===== src/rtl/led_matrix_pkg.sv =====
// Shared types and helpers for the BCM LED matrix driver.
// Holds the refresh sequencer state encoding and the bit-plane extraction used by the column shifter.
package led_matrix_pkg;

   typedef enum logic [2:0] {
      ST_IDLE,
      ST_SHIFT,
      ST_WAIT,
      ST_LATCH_BLANK,
      ST_LATCH_PULSE
   } state_t;

   // Widest pixel word the extract helper accepts (16 bits per colour).
   localparam int MAX_PIX_W = 48;

   // Pull bit-plane p out of a packed {R,G,B} pixel with depth bits per colour.
   function automatic logic [2:0] plane_rgb(input logic [MAX_PIX_W-1:0] pix,
                                            input int depth, input int p);
      return {pix[2*depth+p], pix[depth+p], pix[p]};
   endfunction

endpackage


===== src/rtl/led_column_shifter.sv =====
// Shifts one row/plane of pixel bits out to the panel.
// The RAM address is issued ahead of the data so that it lines up with each falling pix_clk.
module led_column_shifter
   import led_matrix_pkg::*;
#(
   parameter int COLS     = 64,
   parameter int CHANNELS = 2,
   parameter int DEPTH    = 3,
   parameter int CLK_DIV  = 2,
   parameter int ADDR_W   = 11,
   parameter int ROW_W    = 5,
   parameter int PL_W     = 2,
   localparam int PIX_W   = 3*DEPTH,
   localparam int COL_W   = (COLS > 1) ? $clog2(COLS) : 1,
   localparam int DIV_W   = (CLK_DIV > 1) ? $clog2(CLK_DIV) : 1
) (
   input  logic                              clk,
   input  logic                              rst,
   input  logic                              start,
   input  logic [ROW_W-1:0]                  row,
   input  logic [PL_W-1:0]                   plane,
   output logic                              busy,
   output logic [ADDR_W-1:0]                 pix_addr,
   input  logic [CHANNELS-1:0][PIX_W-1:0]    pixel,
   output logic                              pix_clk,
   output logic [CHANNELS-1:0][2:0]          col_rgb
);

   logic [1:0]       lead;
   logic             run;
   logic [COL_W-1:0] col;
   logic [DIV_W-1:0] div;
   logic [PL_W-1:0]  pl;

   // lead counts down the two cycles between issuing column 0's address and its data arriving
   wire             first   = (lead == 2'd1);
   wire             div_end = (div == DIV_W'(CLK_DIV-1));
   wire             hi_end  = run && pix_clk && div_end;
   wire             lo_end  = run && !pix_clk && div_end;
   wire             last    = (col == COL_W'(COLS-1));
   wire             fall    = first || (hi_end && !last);
   wire [COL_W-1:0] cap_col = first ? '0 : col + 1'b1;

   assign busy = run || (lead != 2'd0);

   always_ff @(posedge clk) begin
      if (rst) begin
         pix_addr <= '0;
         lead     <= '0;
         run      <= 1'b0;
         col      <= '0;
         div      <= '0;
         pl       <= '0;
         pix_clk  <= 1'b0;
         col_rgb  <= '0;
      end else if (start && !busy) begin
         pix_addr <= ADDR_W'(int'(row) * COLS);
         lead     <= 2'd2;
         col      <= '0;
         div      <= '0;
         pl       <= plane;
      end else if (lead == 2'd2) begin
         lead <= 2'd1;
      end else if (fall) begin
         lead    <= '0;
         run     <= 1'b1;
         col     <= cap_col;
         div     <= '0;
         pix_clk <= 1'b0;
         for (int ch = 0; ch < CHANNELS; ch++)
            col_rgb[ch] <= plane_rgb(MAX_PIX_W'(pixel[ch]), DEPTH, int'(pl));
         // prefetch the next column; the last column leaves the address parked
         if (cap_col != COL_W'(COLS-1))
            pix_addr <= pix_addr + 1'b1;
      end else if (hi_end) begin
         pix_clk <= 1'b0;
         run     <= 1'b0;
         div     <= '0;
      end else if (lo_end) begin
         pix_clk <= 1'b1;
         div     <= '0;
      end else if (run) begin
         div <= div + 1'b1;
      end
   end

endmodule


===== src/rtl/led_matrix_bcm_driver.sv =====
// HUB75-style panel driver with binary-coded modulation over DEPTH bit-planes.
// The next plane is shifted in while the current one is on display; latch/blank sequencing lives here.
module led_matrix_bcm_driver
   import led_matrix_pkg::*;
#(
   parameter int COLS      = 64,
   parameter int ROW_PAIRS = 32,
   parameter int CHANNELS  = 2,
   parameter int DEPTH     = 3,
   parameter int CLK_DIV   = 2,
   parameter int BASE_ON   = 64,
   parameter int ADDR_W    = $clog2(COLS*ROW_PAIRS),
   localparam int ROW_W    = (ROW_PAIRS > 1) ? $clog2(ROW_PAIRS) : 1,
   localparam int PIX_W    = 3*DEPTH
) (
   input  logic                              clk,
   input  logic                              rst,
   input  logic                              enable,
   output logic [ADDR_W-1:0]                 pix_addr,
   input  logic [CHANNELS-1:0][PIX_W-1:0]    pixel,
   output logic [ROW_W-1:0]                  row_sel,
   output logic                              pix_clk,
   output logic [CHANNELS-1:0][2:0]          col_rgb,
   output logic                              latch,
   output logic                              blank,
   output logic                              frame_done
);

   localparam int PL_W  = (DEPTH > 1) ? $clog2(DEPTH) : 1;
   localparam int TMR_W = $clog2((BASE_ON << (DEPTH-1)) + 1);

   state_t           st, st_nx;
   logic [ROW_W-1:0] row, nrow, st_row;
   logic [PL_W-1:0]  plane, nplane, st_plane;
   logic [TMR_W-1:0] timer;
   logic             start, busy;

   wire expired  = (timer == '0);
   wire row_last = (row == ROW_W'(ROW_PAIRS-1));
   wire pl_last  = (plane == PL_W'(DEPTH-1));

   led_column_shifter #(
      .COLS(COLS), .CHANNELS(CHANNELS), .DEPTH(DEPTH), .CLK_DIV(CLK_DIV),
      .ADDR_W(ADDR_W), .ROW_W(ROW_W), .PL_W(PL_W)
   ) u_shift (
      .clk(clk), .rst(rst), .start(start), .row(st_row), .plane(st_plane),
      .busy(busy), .pix_addr(pix_addr), .pixel(pixel), .pix_clk(pix_clk),
      .col_rgb(col_rgb)
   );

   always_comb begin
      nplane   = pl_last ? '0 : plane + 1'b1;
      nrow     = pl_last ? (row_last ? '0 : row + 1'b1) : row;
      st_nx    = st;
      start    = 1'b0;
      st_row   = row;
      st_plane = plane;
      case (st)
         ST_IDLE:        if (enable) begin
                            st_nx = ST_SHIFT;
                            start = 1'b1;
                         end
         ST_SHIFT:       if (!busy) st_nx = expired ? ST_LATCH_BLANK : ST_WAIT;
         ST_WAIT:        if (expired) st_nx = ST_LATCH_BLANK;
         ST_LATCH_BLANK: st_nx = ST_LATCH_PULSE;
         ST_LATCH_PULSE: if (enable) begin
                            // shifting of the following plane overlaps this plane's display
                            st_nx    = ST_SHIFT;
                            start    = 1'b1;
                            st_row   = nrow;
                            st_plane = nplane;
                         end else begin
                            st_nx = ST_IDLE;
                         end
         default:        st_nx = ST_IDLE;
      endcase
   end

   always_ff @(posedge clk) begin
      if (rst) begin
         st         <= ST_IDLE;
         row        <= '0;
         plane      <= '0;
         timer      <= '0;
         blank      <= 1'b1;
         latch      <= 1'b0;
         row_sel    <= '0;
         frame_done <= 1'b0;
      end else begin
         st         <= st_nx;
         latch      <= (st_nx == ST_LATCH_PULSE);
         frame_done <= (st_nx == ST_LATCH_PULSE) && row_last && pl_last;
         if (st_nx == ST_LATCH_PULSE)
            row_sel <= row;
         if (st == ST_LATCH_PULSE) begin
            row   <= enable ? nrow : '0;
            plane <= enable ? nplane : '0;
            timer <= TMR_W'(BASE_ON) << plane;
            blank <= 1'b0;
         end else if (!blank) begin
            // blank rises on the same edge the timer hits zero, so on-time is exactly the load value
            timer <= timer - 1'b1;
            if (timer == TMR_W'(1))
               blank <= 1'b1;
         end
      end
   end

endmodule


===== config.mk =====
export PLATFORM = sky130hd
export DESIGN_NAME = led_matrix_bcm_driver
export DESIGN_NICKNAME = d
export VERILOG_FILES = /design/src/rtl/led_matrix_pkg.sv /design/src/rtl/led_column_shifter.sv /design/src/rtl/led_matrix_bcm_driver.sv
export SDC_FILE = /design/constraint.sdc
export NUM_CORES = 1
export LEC_CHECK = 0
export CORE_ASPECT_RATIO = 0.7
export CORE_MARGIN = 8
export CORE_UTILIZATION = 65
export CTS_BUF_LIST = sky130_fd_sc_hd__clkbuf_16
export DETAILED_ROUTE_END_ITERATION = 10
export DONT_BUFFER_PORTS = 1
export GPL_ROUTABILITY_DRIVEN = 0
export PLACE_DENSITY = 0.82
export SLEW_MARGIN = 10
export SYNTH_ARGS = -nofsm -noshare
export SYNTH_HDL_FRONTEND = slang
export SYNTH_SLANG_ARGS = --single-unit

===== constraint.sdc =====
create_clock -name clk -period 3.13 [get_ports clk]
set_input_delay 0.4695 -clock clk [delete_from_list [all_inputs] [get_ports clk]]
set_output_delay 0.4695 -clock clk [all_outputs]
set_load 0.05 [all_outputs]

==> results.cfg, run 1 <==
[logic_synthesis]
synthFlopType = dfxtp_1
ys_seq_area_share_pct = 38.53
synth_top_area_share_pct = 38.53
ys_types = 53
yosys-top-cells-area = dfxtp_1, nor2_1, a21oi_1
yosysTopAreaCell = dfxtp_1
synth_edf_count = 0
syn-mean-instance-area_sq_um = 8.609
async_reset_ff_share_pct = 0
synth_seq_cells = 57
syn-instance-count = 344
yosys_warnings = 0
syn-cell-area_sq_um = 2962
syn-num-nets = 373

[clock_network]
cts_root_buf = clkbuf_16
holdBufCountCts = 0
cts_tree = yes
cts_max_level = 3
clkTransAtPathRegs_ns = 0.05
numCtsBuffers = 9
cts.sinks = 57
clk_path_buf_depth = 2
post_cts_buffers = 0
insertion_delay_ns = 0.32
cts_resized = 0

[setup_path]
path_class = reg2reg
arrival_ns = 2.81
rrSetupSlack_ns = 0.51
cp_top_family = compound AO/OA/AOI/OAI gates
crit_buf_inv = 0
max_stage_delay_ns = 0.51
start_kind = register
crit_slowest_cell = a41oi_2
cp.required_ns = 3.32
path_cells = ha_1 -> and2_4 -> a41oi_2 -> o211ai_2 -> a2111oi_2 -> xnor2_1 -> a21oi_1
critPathMaxFanout = 12
critPathCaptureType = register

[timing]
finalSetupTns_ns = 0
worst_pin_slew_ns = 0.7424
skew_ns = 0.004021
grt_setup_unrepaired = no
maxSlewViolCount = 0
fin_ws_ns = 0.5089
finalHoldViolCount = 0
relSlewSlack_pct = 50.44
setup_viol = 0
fin_crit_sh_pct = 83.74
clock.fmax_mhz = 381.5
period_needed_ns = 2.621

[detailed_routing]
dr.pass1.iters = 5
drt_wl_total_um = 6678
first_iter_violations = 184
vias_per_cell = 6.170
vias = 2474
routedWlPerCell_um = 16.65
final_antenna_net_count = 0
drc = 0

[min_path]
hp-class = in2reg

[outcome]
outcome = finished, final reports clean

[place]
post-dp-hpwl_um = 4641
portBuffers = 0
pre_cts_ws_ns = 0.5648

[global_route]
overflow = 0
first_global_vias = 2334
grt_pass1_wl_um = 10990
grt.total_usage_pct = 19.30
grt_max_degree = 37
antenna_found_initial = 0

[floorplan]
die_y_um = 72.48
start_util_pct = 68.02
die_w_um = 96.68
coreArea_sq_um = 4354
rows = 20
ios = 47
dieArea_sq_um = 7007

[finish]
diodes = 0
final_layout_size_suffix_gt1_share_pct = 10.12
seq_area_sq_um = 1141
final_core_util_pct = 75.66
fillerInstances = 316
syn_to_final_growth_pct = 11.24
multiInputGateArea_sq_um = 1722
fin_nets = 370

[job]
cap_violations = 0

[power]
worst_ir_drop_vdd_uv = 498.9
p_per_area_nw_per_um2 = 685.9
leakage_nw = 1.207
[worst register-to-register path: cells and delay by family, from the launching register on]
family | cells | cell delay [ns]
flops | 1 | 0.36
compound gates | 4 | 1.52
fa+ha+maj | 1 | 0.26
xor+xnor | 1 | 0.17
simple gates | 1 | 0.19
[metal layers]
metal / vias up / global-route usage, % / share of wire [%]
met5: - / 0 / 0
met4: 0 / 6.452 / 0.82
met3: 7 / 9.488 / 11
met2: 103 / 28.89 / 44
met1: 1150 / 23.57 / 45
li1: 1214 / - / -
[kinds of logic after synthesis]
family	Yosys count	share of synthesized area (%)
AOI/OAI and AO/OA	68	16.01
xor gates and xnor gates	21	6.211
adders and majority gates	8	3.380
buffers and inverters	25	3.337
DFF	57	38.53
muxes	19	8.999
and+or+nand+nor	146	23.53
[metrics by stage]
| step | power [mW] | instance area (sq um) | hold WS (ns) | std cells |
|---|---|---|---|---|
| final | 2.260 | 3294 | 0.2202 | 401 |
| after global routing | 2.348 | 3294 | 0.2031 | 401 |
| after CTS | 2.269 | 3294 | 0.2079 | 401 |
| after detailed placement | 1.255 | 2984 | 0.5052 | 385 |
| after global placement | 1.247 | 2984 | 0.4859 | 385 |
| after floorplan | 1.199 | 2962 | 0.4606 | 344 |
[synthesized netlist by cell type, types with 2 or more instances]
| cell type | number |
|---|---|
| dfxtp_1 | 57 |
| nor2_1 | 56 |
| a21oi_1 | 32 |
| nand2_1 | 27 |
| xnor2_1 | 15 |
| clkbuf_1 | 14 |
| nand3_1 | 14 |
| mux2i_1 | 12 |
| nor3_1 | 11 |
| a211oi_1 | 9 |
| ha_1 | 8 |
| inv_1 | 8 |
| nand2b_1 | 7 |
| mux4_2 | 6 |
| nor2b_1 | 6 |
| xor2_1 | 6 |
| and2_1 | 5 |
| o21ai_0 | 5 |
| nand3b_1 | 3 |
| nand4_1 | 3 |
| a21o_1 | 2 |
| a31oi_1 | 2 |
| a32o_1 | 2 |
| and3_1 | 2 |
| nor3b_1 | 2 |
| nor4_1 | 2 |
| or4_1 | 2 |
[power breakdown]
group / switching [mW] / internal (mW) / leakage (nW)
Clock: 0.327 / 0.686 / 0.150
Sequential: 0.149 / 0.775 / 0.461
Combinational: 0.165 / 0.158 / 0.596
Total: 0.641 / 1.62 / 1.21
[flip-flops by register name, summed over array words and instances (netlist names), 3 cells and up]
| register | flops |
|---|---|
| row_sel | 5 |
| u_shift.col | 6 |
| st | 3 |
| u_shift.pix_addr | 11 |
| timer | 9 |
| row | 5 |
| u_shift.col_rgb | 6 |
[worst paths after layout]
check,start,endpoint,cells after the start
setup reg to reg,u_shift.col[0]$_SDFFE_PP0P_,u_shift.pix_addr[7]$_SDFFE_PP0P_,7
setup / recovery,u_shift.col[0]$_SDFFE_PP0P_,u_shift.pix_addr[7]$_SDFFE_PP0P_,7
hold reg to reg,plane[0]$_SDFFE_PP0P_,plane[0]$_SDFFE_PP0P_,2
hold / removal,rst,u_shift.pix_addr[6]$_SDFFE_PP0P_,1
[layout make-up]
type / count / area share [%]
clock inverters: 7 / 2.583
clock buffers: 9 / 6.836
well taps: 55 / 2.089
flip-flops and latches: 57 / 34.64
multi-input cells: 262 / 52.26
inverters: 8 / 0.9115
repair buffers: 3 / 0.6836
[cell usage in the layout, fill, tap and decap left out, drive strengths merged, types with 2 or more instances in the layout]
| cell type | Yosys | layout |
|---|---|---|
| a2111oi | 2 | 2 |
| a211oi | 10 | 10 |
| a21o | 2 | 2 |
| a21oi | 32 | 32 |
| a31oi | 2 | 2 |
| a32o | 2 | 2 |
| and2 | 7 | 7 |
| and3 | 2 | 2 |
| buf | 3 | 3 |
| bufinv | 0 | 2 |
| clkbuf | 14 | 9 |
| clkinv | 0 | 4 |
| dfxtp | 57 | 57 |
| ha | 8 | 8 |
| inv | 8 | 8 |
| mux2i | 12 | 12 |
| mux4 | 6 | 6 |
| nand2 | 28 | 28 |
| nand2b | 7 | 7 |
| nand3 | 14 | 14 |
| nand3b | 3 | 3 |
| nand4 | 3 | 3 |
| nor2 | 56 | 56 |
| nor2b | 6 | 6 |
| nor3 | 11 | 11 |
| nor3b | 3 | 3 |
| nor4 | 2 | 2 |
| o21ai | 7 | 7 |
| or4 | 2 | 2 |
| xnor2 | 15 | 15 |
| xor2 | 6 | 6 |
No activity file was read; power rests on OpenSTA's default activity.
==> run 2, diff against run 1 <==
- CORE_UTILIZATION: 65 -> 57
- PLACE_DENSITY: 0.82 -> 0.76
- clock period: 3.13 -> 2.3 ns (I/O delays scaled with it)
==> run 2 against run 1 <==
  * Sequential share of layout area shrank 1.4 points
  * Critical path type unchanged
  * Count of clock-buffer cells in the layout stayed put
  * Total power up 27%
  * Combinational power is 76% higher
  * Final cell count grew 9.7%
  * Worst hold slack got worse by 0.13 ns
  * Global-route usage fell by 1.1 points
  * Routed wire length grew 0.36%
  * Sequential power up 27%
  * Setup slack worse by 0.34 ns
==> results.cfg, run 2 (synthesis results as in run 1) <==
[outcome]
outcome = finished, final reports clean

[detailed_routing]
drt_wl_total_um = 6702
drc = 0
final_antenna_net_count = 0
routedWlPerCell_um = 15.23
first_iter_violations = 157
vias = 2506
dr.pass1.iters = 4
vias_per_cell = 5.695

[timing]
fin_crit_sh_pct = 92.50
grt_setup_unrepaired = no
skew_ns = 0.007838
period_needed_ns = 2.128
relSlewSlack_pct = 62.13
whs_ns = 0.08561
worst_pin_slew_ns = 0.5673
finalHoldViolCount = 0
finalSetupTns_ns = 0
maxSlewViolCount = 0
setup_viol = 0
clock.fmax_mhz = 470.0

[global_route]
grt.total_usage_pct = 18.19
first_global_vias = 2458
antenna_found_initial = 0
grt_max_degree = 37
overflow = 0
grt_pass1_wl_um = 11460

[min_path]
hold_start = rst
hp-class = in2reg

[clock_network]
cts.sinks = 57
numCtsBuffers = 9
cts_root_buf = clkbuf_16
clkTransAtPathRegs_ns = 0.05
cts_tree = yes
insertion_delay_ns = 0.33
clk_path_buf_depth = 2
holdBufCountCts = 0
cts_max_level = 3

[finish]
diodes = 0
largest_reg_flops = 11
final_cell_mix = dfxtp_1, nor2_1, a21oi_1
fin_nets = 392
fin_cells = 440
final_core_util_pct = 67.08
final_common_cell = dfxtp_1
syn_to_final_growth_pct = 15.97
reg_top3 = u_shift.pix_addr: 11 flops, timer: 9 flops
top_register = u_shift.pix_addr
final_layout_size_suffix_gt1_share_pct = 14.95

[setup_path]
path_cells = ha_1 -> inv_1 -> or4_1 -> o211ai_4 -> a211oi_2 -> xnor2_1 -> a211oi_1
max_stage_delay_ns = 0.53
critPathCaptureType = register
path_class = reg2reg
critPathMaxFanout = 5
reg2reg_from = u_shift.col[1]$_SDFFE_PP0P_
startpoint = u_shift.col[1]$_SDFFE_PP0P_
crit_slowest_cell = or4_1
arrival_ns = 2.36
start_kind = register
cp.required_ns = 2.53

[power]
p_per_area_nw_per_um2 = 837.5
worst_ir_drop_vdd_uv = 566.2
finalPower_mw = 2.876
leakage_nw = 1.303

[place]
post-dp-hpwl_um = 4865
portBuffers = 0
dp_cells = 422

[floorplan]
coreArea_sq_um = 5120
die_y_um = 76.31
rows = 22
ios = 47
die_w_um = 102.2
dieArea_sq_um = 7795
start_util_pct = 57.84

[job]
cap_violations = 0
-- run 2: changes by cell type in the layout (fill, tap and decap cells not counted) --
cell,previous run,this run
clkinvlp_4,1,0
clkinv_2,2,3
inv_1,8,10
buf_4,3,25
o211ai_4,0,1
o211ai_2,1,0
bufinv_16,2,0
-- run 2: area by class of cell --
type | instances | area, sq um
Clock buffer | 9 | 225.2
Clock inverter | 7 | 30.03
Fill cell | 440 | 1685
Inverter | 8 | 30.03
Multi-Input combinational cell | 262 | 1730
Sequential cell | 57 | 1141
Tap cell | 72 | 90.09
Timing Repair Buffer | 25 | 187.7
-- run 2: metal layers --
metal	global-route usage [%]	routed length (um)
met5	0	0
met4	4.818	57
met3	8.942	612
met2	26.41	2894
met1	23.17	3137
-- run 2: final timing paths --
check                                      to  slack [ns]  depth (start not counted)
max          u_shift.pix_addr[6]$_SDFFE_PP0P_        0.17                          7
min           u_shift.col_rgb[0]$_SDFFE_PP0P_        0.09                          1
max reg2reg  u_shift.pix_addr[6]$_SDFFE_PP0P_        0.17                          7
min reg2reg  u_shift.pix_addr[1]$_SDFFE_PP0P_        0.48                          2
-- run 2: critical path, delay by kind of cell, from the launching register on --
family | cells | cell delay, ns
compound gates | 3 | 0.68
xor+xnor | 1 | 0.16
fa+ha+maj | 1 | 0.29
buf+inv | 1 | 0.05
flops | 1 | 0.33
simple gates | 1 | 0.53
-- run 2: metrics by stage --
stage | setup WS, ns | area, sq um
after floorplan | 0.2759 | 2962
after CTS | 0.07934 | 3411
final | 0.1724 | 3435
after detailed placement | 0.1109 | 3156
after global routing | 0.01834 | 3435
after global placement | 0.2038 | 3156
-- run 2: what timing repair did --
item,4_1_cts,5_1_grt
setup buffers,0,2
resized for setup,0,1
setup endpoints to repair,0,7
-- run 2: report_power, final --
part / internal, mW / leakage, nW / switching, mW
Clock: 0.704 / 0.136 / 0.433
Combinational: 0.257 / 0.705 / 0.310
Sequential: 1.05 / 0.461 / 0.119
==> run 3, diff against run 2 <==
- PLACE_DENSITY: 0.76 -> default
- PLACE_DENSITY_LB_ADDON: default -> 0.15
==> run 3 against run 2 <==
  * Setup slack worse by 0.020 ns
  * Critical path depth up 1
  * Clock skew down 0.0027 ns
  * Worst hold slack better by 0.0089 ns
  * Clock power down 4%
  * Global-route usage up 0.14 points
  * Core utilization down 0.073 points
  * Sequential share of layout area about the same
  * Final cell count down 0.68%
  * Combinational power up 3%
==> results.cfg, run 3 (synthesis results as in run 1) <==
[setup_path]
critPathCaptureType = register
reg2reg_to = u_shift.pix_addr[9]$_SDFFE_PP0P_
rrSetupSlack_ns = 0.15
path_class = reg2reg
reg2reg_from = u_shift.col[1]$_SDFFE_PP0P_
critPathMaxFanout = 7
cp.required_ns = 2.51
start_kind = register
arrival_ns = 2.35
reg2regPathDepth = 8

[clock_network]
cts_max_level = 3
clk_path_buf_depth = 2
numCtsBuffers = 9
holdBufCountCts = 0
cts_tree = yes
insertion_delay_ns = 0.32
cts.sinks = 57
cts_root_buf = clkbuf_16
clkTransAtPathRegs_ns = 0.05

[finish]
final_core_util_pct = 67.01
fin_nets = 392
final_cell_mix = dfxtp_1, nor2_1, a21oi_1
final_layout_size_suffix_gt1_share_pct = 14.25
reg_top3 = u_shift.pix_addr: 11 flops, timer: 9 flops
syn_to_final_growth_pct = 15.84
diodes = 0
largest_reg_flops = 11
final_common_cell = dfxtp_1
top_register = u_shift.pix_addr
stdcell_area_sq_um = 3431
fin_cells = 437

[timing]
clock.fmax_mhz = 465.8
fin_ws_ns = 0.1529
grt_setup_unrepaired = no
period_needed_ns = 2.147
setup_viol = 0
finalSetupTns_ns = 0
relSlewSlack_pct = 62.80
finalHoldViolCount = 0
fin_crit_sh_pct = 93.35
whs_ns = 0.09451
skew_ns = 0.005148
worst_pin_slew_ns = 0.5573
maxSlewViolCount = 0

[place]
placed_cell_area_sq_um = 3171
pre_cts_ws_ns = 0.1159
post-dp-hpwl_um = 5089
portBuffers = 0
dp_cells = 424

[global_route]
antenna_found_initial = 0
grt.total_usage_pct = 18.32
overflow = 0
grt_max_degree = 37
grt_pass1_wl_um = 11380
first_global_vias = 2368

[floorplan]
dieArea_sq_um = 7795
ios = 47
start_util_pct = 57.84
die_w_um = 102.2
die_y_um = 76.31
coreArea_sq_um = 5120
rows = 22

[power]
leakage_nw = 1.289
worst_ir_drop_vdd_uv = 439.8
p_per_area_nw_per_um2 = 831.7
finalPower_mw = 2.854

[detailed_routing]
drt_wl_total_um = 6850
final_antenna_net_count = 0
dr.pass1.iters = 4
vias = 2486
routedWlPerCell_um = 15.68
drc = 0
vias_per_cell = 5.689
first_iter_violations = 179

[job]
cap_violations = 0

[min_path]
hold_path_depth = 1
whs_endpoint = u_shift.col_rgb[0]$_SDFFE_PP0P_
hold_start = rst
hp-class = in2reg

[outcome]
outcome = finished, final reports clean
## run 3: cell count changes in the layout (fill, tap and decap cells not counted)
| cell | before | now |
|---|---|---|
| clkinv_2 | 3 | 0 |
| clkinv_1 | 2 | 3 |
| a41oi_4 | 0 | 1 |
| inv_1 | 10 | 9 |
| a41oi_2 | 1 | 0 |
## run 3: final cells by class
| cell class | count | area (sq um) |
|---|---|---|
| tap | 72 | 90.09 |
| fill | 419 | 1689 |
| multi-input combinational | 262 | 1742 |
| inverter | 8 | 30.03 |
| clock inverter | 4 | 15.01 |
| clock buffer | 9 | 225.2 |
| sequential | 57 | 1141 |
| timing repair buffer | 25 | 187.7 |
## run 3: what timing repair did
item	4_1_cts	5_1_grt
buffers inserted	0	0
setup endpoints to repair	0	9
resized for setup	0	2
## run 3: critical path, cell delays in order (launching register included)
cell and delay, ns:
dfxtp_1 0.33, ha_1 0.31, inv_1 0.05, or4_1 0.52, o211ai_4 0.29, buf_4 0.21
a21oi_1 0.08, xnor2_1 0.16, o21ai_1 0.07
## run 3: report_power, final
part | leakage, nW | total (mW) | internal, mW | switching (mW)
registers | 0.461 | 1.18 | 1.06 | 0.122
clock network | 0.121 | 1.09 | 0.690 | 0.401
logic | 0.707 | 0.585 | 0.269 | 0.317
## run 3: worst max-delay path by stage
stage | startpoint | to | slack (ns) | cells after the start
2_1_floorplan | u_shift.pix_clk$_SDFFE_PP0P_ | u_shift.pix_addr[10]$_SDFFE_PP0P_ | 0.28 | 7
3_3_place_gp | u_shift.col[1]$_SDFFE_PP0P_ | u_shift.pix_addr[9]$_SDFFE_PP0P_ | 0.20 | 8
3_5_place_dp | u_shift.col[1]$_SDFFE_PP0P_ | u_shift.pix_addr[5]$_SDFFE_PP0P_ | 0.12 | 8
4_1_cts | u_shift.col[1]$_SDFFE_PP0P_ | u_shift.pix_addr[7]$_SDFFE_PP0P_ | 0.09 | 7
5_1_grt | u_shift.col[1]$_SDFFE_PP0P_ | u_shift.col_rgb[1]$_SDFFE_PP0P_ | 0.003 | 8
6_report | u_shift.col[1]$_SDFFE_PP0P_ | u_shift.pix_addr[9]$_SDFFE_PP0P_ | 0.15 | 8
## run 3: layer usage
metal	GRT usage (%)	up-vias	wire length, um
met5	0	-	0
met4	4.964	0	72
met3	8.485	9	618
met2	26.02	78	2828
met1	24.09	1151	3330
li1	-	1248	-
==> patch 1: new RTL, settings of run 3 <==
Change the parameter `ROW_PAIRS` from 32 to 64.
--- a/src/rtl/led_matrix_bcm_driver.sv
+++ b/src/rtl/led_matrix_bcm_driver.sv
@@ -6,3 +6,3 @@
    parameter int COLS      = 64,
-   parameter int ROW_PAIRS = 32,
+   parameter int ROW_PAIRS = 64,
    parameter int CHANNELS  = 2,
Ports: changed (resized pix_addr and row_sel); port bits go from 47 to 49. No check against the original RTL was run, so the function may have changed too.
==> patch 1 against run 3 <==
  * Sequential cell count rose by 3
  * Area after synthesis grew 4.9%
  * Synthesized cell count increased by 5.8%
  * Maximum frequency increased by 2.6%
  * Total power is 12% higher
  * Final area grew 5.4%
  * Sequential share of layout area about the same
  * Routed wire length increased by 12%
  * Worst setup slack gained 54 ps
==> patch 1: results (changes against run 3) <==
Outcome: finished, final reports clean (unchanged)
Comb pwr: 566 uW (was 585 uW)
Delay-heaviest family, CP: simple AND/OR/NAND/NOR gates (unchanged)
Netlist cell types: 56 (was 53)
Top cells by area, synth: dfxtp_1 (39%), nor2_1 (6.8%), mux4_2 (4.3%) (was dfxtp_1 (39%), nor2_1 (7.1%), a21oi_1 (5.4%))
Top cells by count, synth: dfxtp_1 (60), nor2_1 (56), a21oi_1 (26), nand2_1 (21) (was dfxtp_1 (57), nor2_1 (56), a21oi_1 (32), nand2_1 (27), xnor2_1 (15))
Min-Delay Startpoint: rst (unchanged)
Peak per-stage delay on the critical path: 370 ps (was 520 ps)
Setup Fix Bufs, Post-CTS: 0 (unchanged)
CP Launch Point: u_shift.col[1] (unchanged)
Critical path fanouts, max: 6 (was 7)
Initial drt markers: 225 (was 179)
Reg2Reg Setup Slack: 210 ps (was 150 ps)
Worst vdd ir: 0.666 mV (was 0.440 mV)
Vias/cell: 5.98 (was 5.69)
Layout cells sized above 1: 13.9% (was 14.2%)
Filler Cell Count: 450 (was 419)
Largest net degree at the start of global routing: 39 (was 37)
Pleak: 1.36 nW (was 1.29 nW)
Vias in the first global route: 2595 (was 2368)
Detailed Routing Iterations Pass 1: 4 (unchanged)
Compound-cell area share of the yosys netlist: 18.1% (was 16.0%)
Adder-cell area share of the yosys netlist: 3.14% (was 3.38%)
DP Area: 0.00331 mm^2 (was 0.00317 mm^2)
Syn_nets: 392 (was 373)
Worst Hold End: row_sel[3] (was u_shift.col_rgb[0])
Critical Path End: u_shift.pix_addr[7] (was u_shift.pix_addr[9])
Post-synthesis sequential area ratio: 38.6% (was 38.5%)
Final WL: 7660 um (was 6850 um)
Root buf cell: clkbuf_16 (unchanged)
Worst r2r path cells: 6 (was 8)
Clock power share: 43.2% (was 38.2%)
Post-synthesis mux area share: 7.33% (was 9.00%)
Final net count: 411 (was 392)
DPL Wire Length: 5720 um (was 5090 um)
Synth Area in XOR/XNOR: 4.51% (was 6.21%)
Fin Clk Skew: 6.17 ps (was 5.15 ps)
First-pass GRT wire length: 13000 um (was 11400 um)
Max_slew headroom: 58.4% (was 62.8%)
CP Data Arrival Time: 2300 ps (was 2350 ps)
Top flop regs: u_shift.pix_addr: 12 flops, timer: 9 flops (was u_shift.pix_addr: 11 flops, timer: 9 flops)
PwrDens: 880 mW/mm^2 (was 832 mW/mm^2)
P_int: 2.29 mW (was 2.01 mW)
GRT Util Overall: 19.6% (was 18.3%)
Initial antenna violation count: 0 (unchanged)
CP max-delay cell: dfxtp_1 (was or4_1)
patch 1: layout make-up:
type                            instances  area (um^2)  area share, %
Timing Repair Buffer                   26          195           5.40
Inverter                               12         45.0           1.25
Clock inverter                          7         82.6           2.28
Tap cell                               72         90.1           2.49
Multi-Input combinational cell        274         1780           49.1
Clock buffer                            9          225           6.23
Sequential cell                        60         1200           33.2
patch 1: metrics by stage:
step / std cells / hold WS (ps) / setup WS, ps
2_1_floorplan: 364 / 470 / 194
3_5_place_dp: 444 / 422 / 241
6_report: 460 / 84.0 / 207
3_3_place_gp: 444 / 422 / 355
5_1_grt: 460 / 67.4 / 27.9
4_1_cts: 460 / 79.7 / 225
patch 1: routing by layer:
layer  part of all wire (%)  up-vias  GRT usage [%]
li1                       -     1368              -
met1                     47     1261           25.4
met2                     41      111           27.7
met3                     10        9           8.83
met4                    1.3        0           7.77
met5                      0        -              0
patch 1: timing repair:
action                                  CTS  global route
resized for setup                         0             1
endpoints found under the setup margin    0             1
hold buffers                              0             0
==> patch 2: new RTL, flow settings as in run 3 <==
Without the edit above. The 5 states of `state_t` get a Gray code encoding in 3 bits.
--- a/src/rtl/led_matrix_pkg.sv
+++ b/src/rtl/led_matrix_pkg.sv
@@ -5,7 +5,7 @@
    typedef enum logic [2:0] {
-      ST_IDLE,
-      ST_SHIFT,
-      ST_WAIT,
-      ST_LATCH_BLANK,
-      ST_LATCH_PULSE
+      ST_IDLE        = 3'b000,
+      ST_SHIFT       = 3'b001,
+      ST_WAIT        = 3'b011,
+      ST_LATCH_BLANK = 3'b010,
+      ST_LATCH_PULSE = 3'b110
    } state_t;
Check against the original RTL: same outputs for any inputs over 10 cycles, from zero or initial values and one cycle with rst high; not proved beyond that.
==> patch 2 against run 3 <==
  * Total power is 3.2% higher
  * Core utilization is 4.1 points higher
  * Sequential cell count stayed put
  * Final area is 10% higher
  * Critical path type unchanged
  * Routed wire length is 15% higher
  * Largest cell class unchanged
  * Cell count is 5.9% higher
  * Worst setup slack worse by 35 ps
  * Synthesized cell count is 4.7% higher
  * Global-route usage is 0.40 points higher
  * Area after synthesis is 7.5% higher
==> patch 2: results (changes against run 3) <==
Post-layout util: 71.1% (was 67.0%)
Top cells by area, synth: dfxtp_1 (36%), nor2_1 (6.4%), mux4_2 (4.2%) (was dfxtp_1 (39%), nor2_1 (7.1%), a21oi_1 (5.4%))
Htree depth: 3 (unchanged)
DPL Wire Length: 5440 um (was 5090 um)
Top cells by count, synth: dfxtp_1 (57), nor2_1 (54), nand2_1 (26), a21oi_1 (20), clkbuf_1 (13) (was dfxtp_1 (57), nor2_1 (56), a21oi_1 (32), nand2_1 (27), xnor2_1 (15))
Commonest register cell after synthesis: dfxtp_1 (unchanged)
First-pass GRT wire length: 12700 um (was 11400 um)
GR Util met1: 25.9% (was 24.1%)
Met2 GRT Util: 25.6% (was 26.0%)
Post-synthesis sequential area ratio: 35.8% (was 38.5%)
Initial antenna violation count: 0 (unchanged)
Vias in the first global route: 2532 (was 2368)
M3 GR Usage: 7.99% (was 8.49%)
Filler Cell Count: 406 (was 419)
Pre-CTS WS: 9.05 ps (was 116 ps)
Largest net degree at the start of global routing: 40 (was 37)
Detailed Routing Iterations Pass 1: 5 (was 4)
Fin Clk Skew: 6.25 ps (was 5.15 ps)
DP Area: 0.00341 mm^2 (was 0.00317 mm^2)
Root buf cell: clkbuf_16 (unchanged)
Worst skew pair latency: 320 ps (about the same)
Antenna-violating nets left: 0 (unchanged)
Worst hold path type: input port to register (unchanged)
Critical path fanouts, max: 7 (unchanged)
Cell count after synthesis: 360 (was 344)
Worst-path clk slew: 50 ps (about the same)
Period utilization: 94.9% (was 93.4%)
GRT Util Overall: 18.7% (was 18.3%)
Initial drt markers: 239 (was 179)
Cell count after placement: 445 (was 424)
Top flop regs: u_shift.pix_addr: 11 flops, timer: 9 flops (unchanged)
Routed len/inst: 17.0 um (was 15.7 um)
CP max-delay cell: a2111oi_4 (was or4_1)
Yosys Warn Count: 0 (unchanged)
P_int: 2.14 mW (was 2.01 mW)
Finished Layout Cells: 463 (was 437)
Layout cells sized above 1: 19.4% (was 14.2%)
IO Port Bufs: 0 (unchanged)
Async S/R FF share, synth: 0% (unchanged)
Buffer depth of the longest clock path: 2 (unchanged)
Final net count: 415 (was 392)
Slew @ Worst Pin: 599 ps (was 557 ps)
Syn_nets: 389 (was 373)
CTS buffer count: 9 (unchanged)
Peak per-stage delay on the critical path: 470 ps (was 520 ps)
CP Data Arrival Time: 2390 ps (was 2350 ps)
Total number of vias: 2817 (was 2486)
Outcome: finished, final reports clean (unchanged)
Pleak: 1.43 nW (was 1.29 nW)
Netlist cell types: 62 (was 53)
Diode count: 0 (unchanged)
Worst vdd ir: 0.437 mV (was 0.440 mV)
-- patch 2: cell count changes after synthesis, moves of 4 or more --
cell      delta
a21oi_1     -12
a31oi_1      +6
buf_6        +4
nand3_1      -5
o31ai_1      +4
a211oi_1     -4
xnor2_1     -12
nand4_1      +4
and3_1       +9
-- patch 2: what timing repair did --
| action | in CTS | in global routing |
|---|---|---|
| resized for setup | 1 | 6 |
| hold buffers | 0 | 0 |
| setup endpoints to repair | 1 | 3 |
| buffers inserted | 0 | 2 |
| endpoints found under the hold margin | 0 | 0 |
| pin swaps | 0 | 1 |
-- patch 2: metrics by stage --
stage          hold WS [ps]  setup TNS, ps
2_1_floorplan           480              0
3_3_place_gp            421              0
3_5_place_dp            425              0
4_1_cts                87.3              0
5_1_grt                84.3          -13.7
6_report               87.0              0
-- patch 2: routing by layer --
| layer | share of wire [%] | vias to the layer above |
|---|---|---|
| li1 | - | 1377 |
| met1 | 48 | 1307 |
| met2 | 41 | 121 |
| met3 | 10 | 12 |
| met4 | 1.0 | 0 |
| met5 | 0 | - |
-- patch 2: area by class of cell --
class	count	share of cell area [%]
multi-input combinational	275	51.5
sequential	57	30.2
tap	72	2.38
timing repair buffer	34	6.76
clock inverter	7	2.29
inverter	9	0.894
clock buffer	9	5.96
-- patch 2: kinds of logic after synthesis --
logic type / count (synthesis) / synth area share, %
adder cells (fa/ha/maj): 8 / 3.14
flip-flops: 57 / 35.8
XOR/XNOR: 10 / 2.75
AO/OA/AOI/OAI: 77 / 18.9
multiplexers: 18 / 8.02
buffers and inverters: 28 / 4.40
AND/OR/NAND/NOR: 162 / 26.9
-- patch 2: worst max-delay path: cells and delay by family (launching register included) --
family	cells	cell delay, ps
AO/OA/AOI/OAI	3	790
adder cells (fa/ha/maj)	1	280
buffers and inverters	1	160
flip-flops	1	330
AND/OR/NAND/NOR	3	490
-- patch 2: path summary, 6_finish.rpt --
check	start	endpoint	cells after the start
hold / removal	rst	u_shift.pix_addr[10]	1
setup / recovery	u_shift.col[0]	u_shift.pix_addr[7]	8
setup reg to reg	u_shift.col[0]	u_shift.pix_addr[7]	8
hold reg to reg	u_shift.pix_addr[2]	u_shift.pix_addr[2]	2
-- patch 2: power groups by stage --
stage	Clock [mW]	Combinational [mW]	Sequential [mW]
3_5_place_dp	0	0.401	1.15
2_1_floorplan	0	0.303	1.15
5_1_grt	1.45	0.459	1.14
3_3_place_gp	0	0.395	1.15
4_1_cts	1.41	0.408	1.13
6_report	1.39	0.417	1.13
